[src/rtl/biquad_cascade_sequencer.sv]
// Sequences one sample through NUM_STAGES external biquad instances and owns
// the shadow/active coefficient and bypass banks.
module biquad_cascade_sequencer #(
    parameter int NUM_STAGES     = 4,
    parameter int TIMEOUT_CYCLES = 16
) (
    input  logic                       clk,
    input  logic                       reset,
    input  logic                       sample_valid,
    input  logic [15:0]                sample_in,
    input  logic                       coeff_wr_en,
    input  logic [2:0]                 coeff_wr_stage,
    input  logic [2:0]                 coeff_wr_sel,
    input  logic [15:0]                coeff_wr_data,
    input  logic                       bypass_wr_en,
    input  logic [NUM_STAGES-1:0]      bypass_wr_data,
    input  logic                       commit,
    input  logic                       clear_status,
    output logic [NUM_STAGES-1:0]      stage_start,
    output logic [15:0]                stage_data,
    output logic [NUM_STAGES*80-1:0]   stage_coeffs,
    input  logic [NUM_STAGES*16-1:0]   stage_result,
    input  logic [NUM_STAGES-1:0]      stage_done,
    output logic [15:0]                sample_out,
    output logic                       out_valid,
    output logic                       busy,
    output logic                       commit_pending,
    output logic                       overrun,
    output logic                       timeout_err
);

    localparam int KW = (NUM_STAGES > 1) ? $clog2(NUM_STAGES) : 1;
    localparam int WW = $clog2(TIMEOUT_CYCLES + 1);
    localparam logic [KW-1:0] K_LAST = KW'(NUM_STAGES - 1);

    typedef enum logic [1:0] {S_IDLE, S_ISSUE, S_WAIT, S_DONE} state_t;

    state_t                   state, state_nxt;
    logic [KW-1:0]            k, k_nxt;
    logic [15:0]              cur, cur_nxt;
    logic [WW-1:0]            wait_cnt, wait_nxt;
    logic [15:0]              sample_out_nxt;
    logic                     pending_nxt, overrun_nxt, timeout_nxt;
    logic                     apply_commit, timeout_evt;
    logic [NUM_STAGES*80-1:0] shadow_coeffs, shadow_coeffs_nxt, active_coeffs;
    logic [NUM_STAGES-1:0]    shadow_bypass, shadow_bypass_nxt, active_bypass;
    logic                     sel_bypass, sel_done;
    logic [15:0]              sel_result;

    // Shadow next-value includes this cycle's write so a same-cycle commit picks it up.
    always_comb begin
        shadow_coeffs_nxt = shadow_coeffs;
        if (coeff_wr_en) begin
            for (int unsigned s = 0; s < NUM_STAGES; s++) begin
                for (int unsigned c = 0; c < 5; c++) begin
                    if (coeff_wr_stage == 3'(s) && coeff_wr_sel == 3'(c))
                        shadow_coeffs_nxt[80*s + 16*c +: 16] = coeff_wr_data;
                end
            end
        end
        shadow_bypass_nxt = bypass_wr_en ? bypass_wr_data : shadow_bypass;
    end

    always_comb begin
        sel_bypass = 1'b1;
        sel_done   = 1'b0;
        sel_result = '0;
        stage_start = '0;
        for (int unsigned s = 0; s < NUM_STAGES; s++) begin
            if (k == KW'(s)) begin
                sel_bypass = active_bypass[s];
                sel_done   = stage_done[s];
                sel_result = stage_result[16*s +: 16];
                stage_start[s] = (state == S_ISSUE) && !active_bypass[s];
            end
        end
    end

    always_comb begin
        state_nxt      = state;
        k_nxt          = k;
        cur_nxt        = cur;
        wait_nxt       = wait_cnt;
        sample_out_nxt = sample_out;
        apply_commit   = 1'b0;
        pending_nxt    = commit_pending | commit;
        timeout_evt    = 1'b0;
        case (state)
            S_IDLE: begin
                apply_commit = commit | commit_pending;
                pending_nxt  = 1'b0;
                if (sample_valid) begin
                    cur_nxt   = sample_in;
                    k_nxt     = '0;
                    state_nxt = S_ISSUE;
                end
            end
            S_ISSUE: begin
                wait_nxt = '0;
                if (!sel_bypass)
                    state_nxt = S_WAIT;
                else if (k == K_LAST)
                    state_nxt = S_DONE;
                else
                    k_nxt = k + KW'(1);
            end
            S_WAIT: begin
                if (sel_done) begin
                    cur_nxt = sel_result;
                    if (k == K_LAST) begin
                        state_nxt = S_DONE;
                    end else begin
                        k_nxt     = k + KW'(1);
                        state_nxt = S_ISSUE;
                    end
                end else if (wait_cnt == WW'(TIMEOUT_CYCLES - 1)) begin
                    timeout_evt = 1'b1;
                    state_nxt   = S_IDLE;
                end else begin
                    wait_nxt = wait_cnt + WW'(1);
                end
            end
            S_DONE:  state_nxt = S_IDLE;
            default: state_nxt = S_IDLE;
        endcase
        if (state_nxt == S_DONE)
            sample_out_nxt = cur_nxt;
        overrun_nxt = (overrun & ~clear_status) | (sample_valid & (state != S_IDLE));
        timeout_nxt = (timeout_err & ~clear_status) | timeout_evt;
    end

    always_ff @(posedge clk) begin
        if (reset) begin
            state          <= S_IDLE;
            k              <= '0;
            cur            <= '0;
            wait_cnt       <= '0;
            sample_out     <= '0;
            commit_pending <= 1'b0;
            overrun        <= 1'b0;
            timeout_err    <= 1'b0;
            shadow_coeffs  <= '0;
            active_coeffs  <= '0;
            shadow_bypass  <= '1;
            active_bypass  <= '1;
        end else begin
            state          <= state_nxt;
            k              <= k_nxt;
            cur            <= cur_nxt;
            wait_cnt       <= wait_nxt;
            sample_out     <= sample_out_nxt;
            commit_pending <= pending_nxt;
            overrun        <= overrun_nxt;
            timeout_err    <= timeout_nxt;
            shadow_coeffs  <= shadow_coeffs_nxt;
            shadow_bypass  <= shadow_bypass_nxt;
            if (apply_commit) begin
                active_coeffs <= shadow_coeffs_nxt;
                active_bypass <= shadow_bypass_nxt;
            end
        end
    end

    assign stage_data   = (state == S_ISSUE && !sel_bypass) ? cur : '0;
    assign stage_coeffs = active_coeffs;
    assign out_valid    = (state == S_DONE);
    assign busy         = (state != S_IDLE);

endmodule

[config.mk]
export PLATFORM = sky130hd
export DESIGN_NAME = biquad_cascade_sequencer
export DESIGN_NICKNAME = d
export VERILOG_FILES = /design/src/rtl/biquad_cascade_sequencer.sv
export SDC_FILE = /design/constraint.sdc
export NUM_CORES = 1
export LEC_CHECK = 0
export ABC_AREA = 1
export CORE_MARGIN = 8
export CORE_UTILIZATION = 35
export CTS_BUF_LIST = sky130_fd_sc_hd__clkbuf_4
export DETAILED_ROUTE_END_ITERATION = 12
export GPL_ROUTABILITY_DRIVEN = 0
export PLACE_DENSITY = 0.58
export SLEW_MARGIN = 20
export SYNTH_ARGS = -nofsm -noshare
export SYNTH_HDL_FRONTEND = slang
export SYNTH_SLANG_ARGS = --single-unit
[constraint.sdc]
create_clock -name clk -period 2.3 [get_ports clk]
set_input_delay 0.46 -clock clk [delete_from_list [all_inputs] [get_ports clk]]
set_output_delay 0.46 -clock clk [all_outputs]
set_load 0.1 [all_outputs]
# After elaboration in Yosys (flattened, before gate mapping)
# Cells that the tools add are included.
# word_totals
register_bits	692
latchBits	0
mem_bits_rw	0
rom_bits	0
in_bits	117
out_inout_bits	361
word_cells	142
n_memories	0
# op_classes
n_addsub	2
n_mul	0
div	0
magnitude_cmp	0
n_eq_ne	20
n_shift	0
mux	61
bitwise	7
reduce_logical	40
# ops
op	n
2-to-1 mux 16 bit	27
2-to-1 mux 320 bit	1
one-hot mux 16 bit (2 select lines)	1
logical AND 1 bit	25
2-to-1 mux 2 bit	10
2-to-1 mux 1 bit	16
equality test 3 x 2 -> 1 bit (second input constant)	4
equality test 2 bit (second input constant)	5
2-to-1 mux 5 bit	2
inequality test 2 bit (second input constant)	5
one-hot mux 5 bit (2 select lines)	1
one-hot mux 2 bit (4 select lines)	1
equality test 3 x 1 -> 1 bit (second input constant)	2
zero test 3 bit	2
one-hot mux 2 bit (3 select lines)	1
adder 5 x 1 -> 5 bit (second input constant)	1
equality test 5 x 4 -> 1 bit (second input constant)	1
zero test 1 bit	5
equality test 2 x 1 -> 1 bit (second input constant)	2
zero test 2 bit	2
2-to-1 mux 4 bit	1
AND reduction 4 bit	1
nonzero test 2 bit	2
bitwise AND 1 bit	3
other kinds (7)	9

# Logic depth before layout (Yosys ltp)
# depth
word_depth	8
mapped_depth	17

# Worst setup path after synthesis
# No wires, ideal clock.
# synth_timing
path_type	register to output
from	reg k[0]
to	out stage_start[2]
t_arrival_ns	3.028
required_time_ns	1.840
slack_ns	-1.188
path_stages_with_launch	7
path_buffers	2
cell_sequence	dfxtp_1 > inv_1 > ha_1 > buf_6 > inv_6 > clkbuf_1 > nor3_1
# synth_via
elab_chain_cells	2
# synth_rtl
item	line_no	source
start, declared	39	logic [KW-1:0] k, k_nxt;
start signal, assigned	148	k <= k_nxt;
equality test 2 bit	70	if (k == KW'(s)) begin
2-to-1 mux 1 bit	70	
end, declared	19	output logic [NUM_STAGES-1:0] stage_start,
# No other way between the ends.

# Worst setup path after layout
# layout_timing
from	reg k[1]
to	out stage_data[4]
# layout_via
elab_chain_cells	8
word_cells_on_any_way	11
# layout_rtl
item	line_no	source
zero test 2 bit	70	
2-to-1 mux 1 bit (3 in a row)	70	
2-to-1 mux 1 bit *	70	
zero test 1 bit *	164	assign stage_data = (state == S_ISSUE && !sel_bypass) ? cur : '0;
logical AND 1 bit *	164	
2-to-1 mux 16 bit *	164	
end, declared	20	output logic [15:0] stage_data,
# Every way passes the cells marked *; elsewhere a longest branch is shown, timed or not.

==> flow_summary.json <==
{
  "status": "finished, violations left",
  "failed_checks": "negative setup slack",
  "clockBufferDepth": 3,
  "fmax_ghz": 0.3357,
  "setup_viol": 21,
  "setup_slack_ns": -0.6787,
  "via_count": 24440,
  "cts_inserted_buffers": 181,
  "start_util": 0.3512,
  "rows": 101,
  "crit_type": "reg2out",
  "mostFrequentLayoutCells": "dfxtp_1 (688), nor2_1 (664), nand2_1 (556)",
  "syn_nets": 3586,
  "power.density_nw_per_um2": 953.4,
  "area_growth_pct": 36.67,
  "yosys.cell_types.count": 42,
  "critPathTopFamily": "simple AND/OR/NAND/NOR gates",
  "slew_viol_final": 0,
  "gr-usage-all-layers": 0.2090,
  "dp_hpwl_um": 61510,
  "synth_top_flop_cell": "dfxtp_1",
  "grt_antenna_before_repair": 7,
  "path_depth": 10,
  "core-area_sq_um": 75570,
  "finClkSkew_ns": 0.06721,
  "p_leak_nw": 18.03,
  "worst_slew_pin_slew_ns": 0.7763,
  "drtAntennaViolNets": 0,
  "worstPathMaxFanout": 8,
  "synthesis.area_sq_um": 26540,
  "slew_headroom": 0.4825,
  "end_kind": "output port",
  "grt_max_degree": 125,
  "place_area_sq_um": 33280,
  "io_buffers": 477,
  "wl_per_cell_um": 17.63,
  "synth.avg_cell_area_sq_um": 7.673,
  "worst-path-buf-inv": 3,
  "drc_errors": 0,
  "fin_area_sq_um": 36270,
  "cts_tree": "done",
  "finalHoldViolCount": 0,
  "maxCapViolCount": 0,
  "die-area_sq_um": 84900,
  "first_iter_violations": 1453,
  "post-place-ws_ns": -0.3924,
  "hp-class": "in2reg",
  "h-tree-depth": 4,
  "path_clk_slew_ns": 0.07,
  "fillers": 7504,
  "root_buffer": "clkbuf_4",
  "clk_latency_ns": 0.98,
  "async_reset_ff_frac": 0,
  "grt_pass1_vias": 23408,
  "holdPathStages": 3,
  "synthCells": 3459,
  "drt-total-wl_um": 92130,
  "overflow": 0,
  "grt_first_pass_wirelength_um": 139400,
  "yosysWarnings": 0,
  "r2r_cells": 16,
  "crit_chain": "inv_6, ha_4, nand2_4, nand2_2, nand3_2, nand2_2, nand3_4, buf_12, nor2_4, buf_12",
  "ir_drop_v": 0.0007370,
  "die_width_um": 291.4,
  "drive_gt1_frac": 0.2271,
  "cts_sinks": 692,
  "final.period_utilization": 1.295,
  "crit_arrival_ns": 2.52,
  "required_ns": 1.84,
  "drtPass1Iterations": 7,
  "crit_path_start_kind": "register",
  "vias_per_cell": 4.677,
  "layout_commonest_cell": "dfxtp_1",
  "report.power.total_mw": 34.58,
  "synth_edf_count": 0,
  "ioPinCount": 478,
  "period_minus_slack_ns": 2.979,
  "tns_ns": -11.92,
  "ys_seq_area_frac": 0.5220,
  "grt_setup_unrepaired": "true",
  "cpPeakStageDelay_ns": 0.37,
  "cpMaxStageDelayCell": "dfxtp_4",
  "die_h_um": 291.4,
  "final_core_util": 0.4800,
  "ys_ff_latch": 692,
  "nets": 4244
}
per-stage QoR:
step,std cells,hold slack [ns]
finish,5226,0.1672
global route,5224,0.07775
CTS,5217,0.01653
detailed placement,4874,0.4392
global placement,4874,0.4334
floorplan,3459,0.4240
worst reg2reg max path: cells and delay by family, from the launching register on:
kind	cells	cell delay, ns
AOI/OAI and AO/OA	1	0.15
adders and majority gates	1	0.18
buffers and inverters	5	0.61
DFF	1	0.39
and+or+nand+nor	9	0.81
logic make-up (layout without fill, tap and decap cells):
| group | after synthesis | after routing | synth area share |
|---|---|---|---|
| flops | 692 | 692 | 0.5220 |
| fa+ha+maj | 10 | 10 | 0.004714 |
| other cells | 0 | 7 | 0 |
| simple gates | 1320 | 1320 | 0.1945 |
| compound gates | 728 | 728 | 0.1692 |
| mux | 16 | 16 | 0.006034 |
| buf+inv | 693 | 1475 | 0.1036 |
what timing repair did:
item | in CTS | in global routing
gates resized for setup | 73 | 32
buffers inserted | 31 | 10
pin swaps | 18 | 8
hold endpoints to repair | 103 | 0
setup endpoints to repair | 42 | 50
hold buffers | 5 | 0
cloned | 1 | 1
final timing paths:
kind	startpoint	end	slack, ns
worst max-delay path	k[1]$_SDFFE_PP0P_	stage_data[4]	-0.68
worst min register to register	shadow_bypass[3]$_SDFF_PP1_	shadow_bypass[3]$_SDFF_PP1_	0.45
worst max register to register	k[1]$_SDFFE_PP0P_	sample_out[14]$_SDFFE_PP0N_	0.08
worst min-delay path	commit	commit_pending$_SDFF_PP0_	0.17
layout make-up:
class                           count  area [sq um]  share of cell area
Antenna cell                        7         17.52           0.0004829
Clock buffer                      272          2042             0.05629
Clock inverter                     35         225.2            0.006209
Inverter                          453          1744             0.04808
Multi-Input combinational cell   2074         10260              0.2829
Sequential cell                   692         13870              0.3823
Tap cell                          978          1224             0.03373
Timing Repair Buffer              715          6894              0.1901
state kept, by name (all words and copies together), names as in the netlist:
signal,cells
k,2
timeout_err,1
sample_out,16
commit_pending,1
state,2
active_bypass,4
shadow_bypass,4
overrun,1
shadow_coeffs,320
cur,16
wait_cnt,5
stage_coeffs,320
synth_stat cells, types with 3 or more instances:
cell	n	area share
dfxtp_1	692	0.52
nor2_1	684	0.097
nand2_1	565	0.080
inv_1	433	0.061
o211ai_1	281	0.079
a21oi_1	261	0.049
clkbuf_1	162	0.023
o21ai_0	109	0.021
buf_2	46	0.0087
nand3_1	32	0.0060
o21a_1	32	0.0091
o21ai_1	21	0.0040
buf_1	19	0.0027
clkinv_1	17	0.0024
mux2i_1	16	0.0060
nor3_1	11	0.0021
buf_6	10	0.0042
ha_1	10	0.0047
a221oi_1	5	0.0016
a31oi_1	4	0.00094
nand3b_1	4	0.0011
nor2_4	4	0.0017
or2_2	4	0.00094
a211o_1	3	0.00099
a211oi_1	3	0.00085
a21o_1	3	0.00085
buf_4	3	0.00085
nor4_1	3	0.00071
where the power goes:
part / total [mW] / internal (mW) / switching [mW]
sequential: 13.4 / 12.8 / 0.615
combinational: 10.6 / 2.63 / 7.96
clock: 10.6 / 5.51 / 5.10
total: 34.6 / 20.9 / 13.7
metal layers:
layer / up-vias / wire [um] / global-route usage
met5: - / 42 / 0
met4: 6 / 2127 / 0.06177
met3: 132 / 5599 / 0.05607
met2: 658 / 44040 / 0.3568
met1: 11208 / 40330 / 0.2568
li1: 12436 / - / -
Power figures use the tool's default switching activity.
